**src/rtl/mmio_hub.sv**
```systemverilog
// Memory-mapped I/O hub: register window decode, debounced button events,
// millisecond countdown timer, random passthrough and latched output channels.
module mmio_hub #(
  parameter int ADDR_W     = 12,
  parameter int BASE_ADDR  = 5,
  parameter int NUM_IN     = 4,
  parameter int NUM_OUT    = 4,
  parameter int CHAN_W     = 8,
  parameter int DEB_CYCLES = 16,
  parameter int TICK_DIV   = 50000
) (
  input  logic                      clock,
  input  logic                      reset,
  input  logic [ADDR_W-1:0]         addr,
  input  logic                      wren,
  input  logic                      rd_en,
  input  logic [31:0]               data_in,
  input  logic [31:0]               rand_in,
  input  logic [NUM_IN-1:0]         buttons,
  output logic [31:0]               rd_data,
  output logic                      rd_hit,
  output logic [NUM_OUT*CHAN_W-1:0] chan_data,
  output logic [NUM_OUT-1:0]        chan_stb,
  output logic                      timer_done
);

  localparam int          CW = $clog2(DEB_CYCLES);
  localparam int          PW = (TICK_DIV > 1) ? $clog2(TICK_DIV) : 1;
  localparam logic [31:0] LO = 32'(BASE_ADDR);
  localparam logic [31:0] HI = 32'(BASE_ADDR + 4 + NUM_OUT);

  logic [31:0]        w_addr32;
  logic [31:0]        w_off;
  logic               w_inWin;
  logic               w_acc;
  logic               w_wr;
  logic               w_rd;
  logic               w_wrTimer;
  logic               w_rdBtn;
  logic               w_rdStatus;
  logic [NUM_OUT-1:0] w_chWr;

  logic [NUM_IN-1:0]  r_sync1;
  logic [NUM_IN-1:0]  r_sync2;
  logic [NUM_IN-1:0]  r_deb;
  logic [NUM_IN-1:0]  r_pend;
  logic [CW-1:0]      r_cnt [NUM_IN];
  logic [CW-1:0]      w_cntNext [NUM_IN];
  logic [NUM_IN-1:0]  w_debNext;
  logic [NUM_IN-1:0]  w_rise;
  logic [NUM_IN-1:0]  w_pendNext;

  logic [PW-1:0]      r_presc;
  logic [15:0]        r_count;
  logic               r_done;
  logic               w_tick;

  logic [CHAN_W-1:0]  r_chan [NUM_OUT];
  logic [NUM_OUT-1:0] r_stb;
  logic [31:0]        r_rdData;
  logic               r_rdHit;
  logic [31:0]        w_status;
  logic [31:0]        w_rdMux;
  logic               w_unused;

  // Window bounds are checked on the absolute address so addresses below the
  // base cannot alias into the window through offset wraparound.
  assign w_addr32   = 32'(addr);
  assign w_inWin    = (w_addr32 >= LO) && (w_addr32 < HI);
  assign w_off      = w_addr32 - LO;
  assign w_acc      = (rd_en | wren) & w_inWin;
  assign w_wr       = wren & w_inWin;
  assign w_rd       = rd_en & w_inWin;
  assign w_wrTimer  = w_wr && (w_off == 32'd2);
  assign w_rdBtn    = w_rd && (w_off == 32'd1);
  assign w_rdStatus = w_rd && (w_off == 32'd3);
  assign w_unused   = ^{data_in, w_off};

  always_comb begin
    w_chWr = '0;
    for (int k = 0; k < NUM_OUT; k++) begin
      w_chWr[k] = w_wr && (w_off == 32'(4 + k));
    end
  end

  // A level flips only after DEB_CYCLES consecutive disagreeing samples.
  always_comb begin
    w_debNext = r_deb;
    for (int i = 0; i < NUM_IN; i++) begin
      w_cntNext[i] = '0;
      if (r_sync2[i] != r_deb[i]) begin
        if (r_cnt[i] == CW'(DEB_CYCLES - 1)) begin
          w_debNext[i] = r_sync2[i];
        end else begin
          w_cntNext[i] = r_cnt[i] + CW'(1);
        end
      end
    end
  end

  assign w_rise     = w_debNext & ~r_deb;
  assign w_pendNext = (r_pend & ~(w_rdBtn ? r_pend : '0)) | w_rise;
  assign w_tick     = (r_presc == PW'(TICK_DIV - 1));

  always_ff @(posedge clock) begin
    if (reset) begin
      r_sync1 <= '0;
      r_sync2 <= '0;
      r_deb   <= '0;
      r_pend  <= '0;
      for (int i = 0; i < NUM_IN; i++) r_cnt[i] <= '0;
    end else begin
      r_sync1 <= buttons;
      r_sync2 <= r_sync1;
      r_deb   <= w_debNext;
      r_pend  <= w_pendNext;
      for (int i = 0; i < NUM_IN; i++) r_cnt[i] <= w_cntNext[i];
    end
  end

  // Priority: load beats expiry, expiry beats the STATUS clear-on-read.
  always_ff @(posedge clock) begin
    if (reset) begin
      r_presc <= '0;
      r_count <= '0;
      r_done  <= 1'b0;
    end else if (w_wrTimer) begin
      r_presc <= '0;
      r_count <= data_in[15:0];
      r_done  <= 1'b0;
    end else begin
      r_presc <= w_tick ? '0 : r_presc + PW'(1);
      if (w_tick && (r_count != 16'd0)) begin
        r_count <= r_count - 16'd1;
      end
      if (w_tick && (r_count == 16'd1)) begin
        r_done <= 1'b1;
      end else if (w_rdStatus) begin
        r_done <= 1'b0;
      end
    end
  end

  always_ff @(posedge clock) begin
    if (reset) begin
      r_stb <= '0;
      for (int k = 0; k < NUM_OUT; k++) r_chan[k] <= '0;
    end else begin
      r_stb <= w_chWr;
      for (int k = 0; k < NUM_OUT; k++) begin
        if (w_chWr[k]) r_chan[k] <= data_in[CHAN_W-1:0];
      end
    end
  end

  always_comb begin
    w_status                = '0;
    w_status[0]             = r_done;
    w_status[8 +: NUM_IN]   = r_deb;
  end

  always_comb begin
    w_rdMux = '0;
    case (w_off)
      32'd0:   w_rdMux = rand_in;
      32'd1:   w_rdMux = 32'(r_pend);
      32'd2:   w_rdMux = 32'(r_count);
      32'd3:   w_rdMux = w_status;
      default: begin
        for (int k = 0; k < NUM_OUT; k++) begin
          if (w_off == 32'(4 + k)) w_rdMux = 32'(r_chan[k]);
        end
      end
    endcase
  end

  // Any in-window access, including a pure store, returns the pre-edge value.
  always_ff @(posedge clock) begin
    if (reset) begin
      r_rdData <= '0;
      r_rdHit  <= 1'b0;
    end else begin
      r_rdData <= w_acc ? w_rdMux : '0;
      r_rdHit  <= w_acc;
    end
  end

  for (genvar k = 0; k < NUM_OUT; k++) begin : g_chanOut
    assign chan_data[k*CHAN_W +: CHAN_W] = r_chan[k];
  end

  assign rd_data    = r_rdData;
  assign rd_hit     = r_rdHit;
  assign chan_stb   = r_stb;
  assign timer_done = r_done;

endmodule

```
**config.mk**
```make
export PLATFORM = sky130hd
export DESIGN_NAME = mmio_hub
export DESIGN_NICKNAME = d
export VERILOG_FILES = /design/src/rtl/mmio_hub.sv
export SDC_FILE = /design/constraint.sdc
export NUM_CORES = 1
export LEC_CHECK = 0
export BUFFER_PORTS_ARGS = -buffer_cell sky130_fd_sc_hd__buf_4
export CAP_MARGIN = 20
export CORE_MARGIN = 4
export CORE_UTILIZATION = 45
export CTS_BUF_LIST = sky130_fd_sc_hd__clkbuf_4 sky130_fd_sc_hd__clkbuf_8
export DETAILED_ROUTE_END_ITERATION = 8
export GPL_TIMING_DRIVEN = 0
export HOLD_SLACK_MARGIN = 0.12
export PLACE_DENSITY = 0.7
export RECOVER_POWER = 50
export SLEW_MARGIN = 15
export SYNTH_ARGS = -nofsm -noshare
export SYNTH_HDL_FRONTEND = slang
export SYNTH_SLANG_ARGS = --single-unit
```
**constraint.sdc**
```tcl
create_clock -name clock -period 2.7 [get_ports clock]
set_input_delay 0.27 -clock clock [delete_from_list [all_inputs] [get_ports clock]]
set_output_delay 0.27 -clock clock [all_outputs]
set_load 0.05 [all_outputs]
```
## After elaboration in Yosys (flattened, before gate mapping)

Memory sizes are Yosys's and may differ from the RTL's.
Cells that the tools add are included.

| storage, ports and cells | value |
|---|---|
| flip-flop bits (word level) | 86 |
| bits in writable memories | 48 |
| input bits | 84 |
| word-level logic and storage cells | 122 |
| memories kept | 2 |

| operators by class | value |
|---|---|
| add/subtract/negate cells | 7 |
| magnitude comparators | 2 |
| equality and inequality tests | 17 |
| multiplexer cells | 49 |
| bitwise operators | 18 |
| reduce and logical (&&, ||, !) cells | 17 |

Memory list:

| name | depth | width | rd ports | clocked after memory_dff | wr ports | line | text |
|---|---|---|---|---|---|---|---|
| r_chan | 4 | 8 | 4 | 0 | 4 | 58 | `logic [CHAN_W-1:0] r_chan [NUM_OUT];` |
| r_cnt | 4 | 4 | 4 | 0 | 4 | 47 | `logic [CW-1:0] r_cnt [NUM_IN];` |

Operators by type and width:

| operator | count |
|---|---|
| == test 32 x 3 -> 1 bit, second input constant | 4 |
| one-hot mux 32 bit (4 select lines) | 1 |
| 2-to-1 mux 32 bit | 3 |
| == test 32 x 2 -> 1 bit, second input constant | 2 |
| 2-to-1 mux 4 bit | 13 |
| 2-to-1 mux 8 bit | 5 |
| == test 32 x 1 -> 1 bit, second input constant | 1 |
| zero test 32 bit | 1 |
| 2-to-1 mux 16 bit | 2 |
| 2-to-1 mux 1 bit | 25 |
| adder 16 x 1 -> 16 bit, second input constant | 1 |
| adder 4 x 1 -> 4 bit, second input constant | 4 |
| == test 16 x 1 -> 1 bit, second input constant | 1 |
| == test 16 bit, second input constant | 1 |
| == test 4 bit, second input constant | 4 |
| nonzero test 16 bit | 1 |
| subtractor 16 x 1 -> 16 bit, second input constant | 1 |
| subtractor 12 x 3 -> 13 bit, second input constant | 1 |
| >= comparator 12 x 3 -> 1 bit, second input constant | 1 |
| < comparator 12 x 4 -> 1 bit, second input constant | 1 |
| logical AND 1 bit | 10 |
| OR 1 bit | 9 |
| AND 4 bit | 2 |
| inverter 4 bit | 2 |
| other kinds (7) | 14 |

## Longest topological paths before layout

| logic depth | value |
|---|---|
| depth in word-level cells | 8 |
| depth in mapped cells | 8 |
| mapped depth without buffers | 7 |

## Least setup slack after synthesis

No wires, ideal clock.

| timing path | value |
|---|---|
| path kind | in2reg |
| start point | input port addr[8] |
| end point | memory r_chan[3][0] (enable) |
| library setup time | 0.313 ns |
| arrival time | 1.992 ns |
| data required time | 2.387 ns |
| slack | 0.396 ns |
| stages | 5 |
| cells stage by stage | or4_4 or3_1 buf_2 nor3_2 a31o_2 |

RTL lines:

| item | line | text |
|---|---|---|
| from (decl) | 14 | `input logic [ADDR_W-1:0] addr,` |
| to (decl) | 58 |  |

==> metrics.yaml <==
sta:
  timing.final.max_slew_violations: 0
  postLayoutSetupSlackWorst_ns: 0.224
  timing_hold_violations_final: 0
  timing.fmax_mhz: 404
  skew_ns: 0.00765
  slew_headroom_pct: 40.3
  setup-violations-final: 0
  rsz0062_at_grt: "false"
  layout_min_cycle_time_ns: 2.48
  tns_setup_ns: 0
  final.period_utilization_pct: 91.7
  timing_worst_slew_pin_value_ns: 0.893
place:
  place_ws_ns: -0.151
  dpl_cell_area_um2: 6840
  dp_hpwl_um: 11300
  io_buffer_count: 137
  gp_congestion: 0.902
clock_tree:
  cts_root_buffer: "sky130_fd_sc_hd__clkbuf_8"
  clkSlewWorstSetupHoldPaths_ns: 0.07
  cts_inserted_buffers: 17
  insertion_delay_ns: 0.44
  h-tree-depth: 4
  post_cts.repair.setup_buffers: 0
  cts_tree: "built"
  clock_sinks: 134
  cts_buffer_depth: 2
grt:
  number_of_global_route_vias_before_repair: 4995
  antenna_found_initial: 0
  global_route_wire_length_before_repair_um: 24800
  global_route.overflow_total: 0
  maximum_number_of_pins_on_one_net_before_global_route_repair: 17
  groute.usage.overall_pct: 22.0
synthesis:
  ys_top_cells_by_area: "sky130_fd_sc_hd__dfxtp_1 36%, sky130_fd_sc_hd__edfxtp_1 17%, sky130_fd_sc_hd__and2_1 5.7%"
  synth-main-ff-cell: "sky130_fd_sc_hd__dfxtp_1"
  synth.cells.most_frequent: "102 x sky130_fd_sc_hd__dfxtp_1, 70 x sky130_fd_sc_hd__nor2_1, 51 x sky130_fd_sc_hd__and2_1"
  postSynthNetCount: 636
  synth_cells: 545
  syn_warnings: 0
  synth_top_cell_area_share_pct: 36.4
  ys_ff_latch: 134
  synth_largest_area_cell: "sky130_fd_sc_hd__dfxtp_1"
  syn-mean-instance-area_um2: 10.3
  synth.yosys.seq_area_share_pct: 53.6
  synth_cell_type_count: 58
  async_set_reset_flop_share_out_of_synthesis_pct: 0
  synth.most_common_cell: "sky130_fd_sc_hd__dfxtp_1"
  number_of_enable_type_register_cells_in_the_synthesized_netlist: 32
  post_synthesis_cell_area_um2: 5600
floorplanning:
  floorplan.initialDensity_pct: 46.3
  die-width_um: 120
  floorplan.die_area_um2: 14300
  die_h_um: 120
  fp.coreArea_um2: 12100
  io_pins: 154
  rows: 40
critical_path:
  timing.rr.start: "r_presc[0]"
  cp.arrival_ns: 2.78
  critical_path_maximum_fanout: 9
  worst-setup-path-type: "in -> reg"
  reg2reg_setup_slack_ns: 0.31
  worstSetupStartpointType: "input port"
  timing.rr.end: "r_count[8]"
  worst-r2r-cell-count: 8
  required_time_reported_for_the_critical_path_endpoint_ns: 3.01
  timing.critical_path.to_type: "register"
  startpoint: "addr[8]"
min_path:
  min_path_type: "in -> reg"
  min_path_cells: 3
  hold_start: "rand_in[10]"
  worstHoldEndpoint: "rd_data[10]"
final_layout:
  final_layout_size_suffix_gt1_share_pct: 16.1
  number_of_nets_in_the_final_layout: 828
  syn2layout_area_growth_pct: 31.0
  diodes: 0
  register_area_um2: 3000
  design_area_um2: 7340
  area_of_the_multi_input_gates_um2: 2480
  fillerInstances: 1102
detailed_routing:
  wl_um: 15400
  remaining_antenna_violation_count: 0
  detail_route.wirelength.met1_um: 6380
  vias_per_cell: 5.18
  routedWlPerCell_um: 16.7
  drtPass1Iterations: 7
  initialDrtViolationCount: 350
  routed.top_layer: "met4"
  dr_total_vias: 4758
  detail_route.drc_violations: 0
  met3RoutedLength_um: 1340
  met2RoutedLength_um: 7480
power:
  powerDensity_nw_per_um2: 570
  worst_ir_drop_vdd_mv: 0.426
  report.power.total_mw: 4.18
  p_leak_nw: 2.80
run_status:
  run_status: "completed"
flow_run:
  cap_viol_max_count: 0
==> critical path: stages <==
cell and delay [ns]:
sky130_fd_sc_hd__clkbuf_4 0.10, sky130_fd_sc_hd__or4_1 0.59, sky130_fd_sc_hd__or3_1 0.37, sky130_fd_sc_hd__buf_2 0.18, sky130_fd_sc_hd__or3_1 0.37, sky130_fd_sc_hd__clkbuf_1 0.19, sky130_fd_sc_hd__nor2_1 0.49, sky130_fd_sc_hd__and2_1 0.21
==> cell families (layout without fill, tap and decap cells) <==
group	after synthesis	after routing	share of synthesized area (%)
AO/OA/AOI/OAI	74	74	10.1
XOR/XNOR	40	40	6.25
buffers and inverters	28	233	2.01
flip-flops	134	134	53.6
multiplexers	8	8	1.56
adder cells (fa/ha/maj)	7	7	1.56
AND/OR/NAND/NOR	254	254	24.9
==> metal layers <==
layer	track usage (%)	up-vias
met5	0	-
met3	7.73	17
li1	-	2334
met1	25.7	2228
met2	37.7	179
met4	7.23	0
==> what timing repair did <==
action,4_1_cts,5_1_grt
hold endpoints to repair,36,0
resized for setup,0,0
hold buffers,36,0
==> per-stage QoR <==
stage	std cells	util, %	hold slack (ns)
finish	918	60.6	0.144
global route	918	60.6	0.131
CTS	918	62.9	0.125
detailed placement	850	56.5	0.427
global placement	850	56.5	0.421
floorplan	545	-	0.392
==> sequential cells by signal (all words and copies together), names as in the netlist, 16 cells and up <==
signal	cells
r_presc	16
r_cnt	16
r_chan	32
r_count	16
rd_data	32
==> area by class of cell <==
class,instances,area share [%]
Multi-Input combinational cell,383,33.7
Inverter,8,0.409
Clock buffer,20,3.58
Sequential cell,134,40.9
Timing Repair Buffer,173,15.3
Clock inverter,12,2.05
Buffer,20,1.13
Tap cell,168,2.86
==> cells in the final DEF, fill, tap and decap left out, types with 6 or more instances in the layout <==
master                          count
sky130_fd_sc_hd__o21ai_0            7
sky130_fd_sc_hd__a22o_1             6
sky130_fd_sc_hd__buf_4             66
sky130_fd_sc_hd__xnor2_1           22
sky130_fd_sc_hd__and3_1             9
sky130_fd_sc_hd__clkbuf_8          18
sky130_fd_sc_hd__dfxtp_1          102
sky130_fd_sc_hd__a21oi_1            7
sky130_fd_sc_hd__nand3_1           18
sky130_fd_sc_hd__nor2_1            71
sky130_fd_sc_hd__a311oi_1           6
sky130_fd_sc_hd__nor2b_1           11
sky130_fd_sc_hd__mux2_2             6
sky130_fd_sc_hd__ha_1               7
sky130_fd_sc_hd__a211oi_1          10
sky130_fd_sc_hd__dlygate4sd3_1     36
sky130_fd_sc_hd__edfxtp_1          32
sky130_fd_sc_hd__xor2_1            18
sky130_fd_sc_hd__nand2_1           27
sky130_fd_sc_hd__or3_1              9
sky130_fd_sc_hd__a221oi_1          11
sky130_fd_sc_hd__clkbuf_1          87
sky130_fd_sc_hd__o211ai_1           6
sky130_fd_sc_hd__nor4_1             8
sky130_fd_sc_hd__or4_1              6
sky130_fd_sc_hd__inv_1              8
sky130_fd_sc_hd__nor3_1            13
sky130_fd_sc_hd__and2_1            47
==> report_power, final <==
part	internal (mW)	total, mW	switching [mW]
registers	2.09	2.11	0.0217
clock network	0.957	1.73	0.774
logic	0.136	0.341	0.204
total	3.18	4.18	1.00
==> worst max-delay path by stage <==
stage                         endpoint  slack, ns  cells past startpoint
after floorplan           r_chan[3][0]       0.40                      5
after global placement    r_chan[2][7]      -0.09                      6
after detailed placement  r_chan[2][7]      -0.15                      6
after CTS                   r_count[8]       0.30                      8
after global routing        r_count[4]       0.08                      8
final                     r_chan[2][2]       0.22                      8
Note: power is estimated with default switching activity, not from simulation.
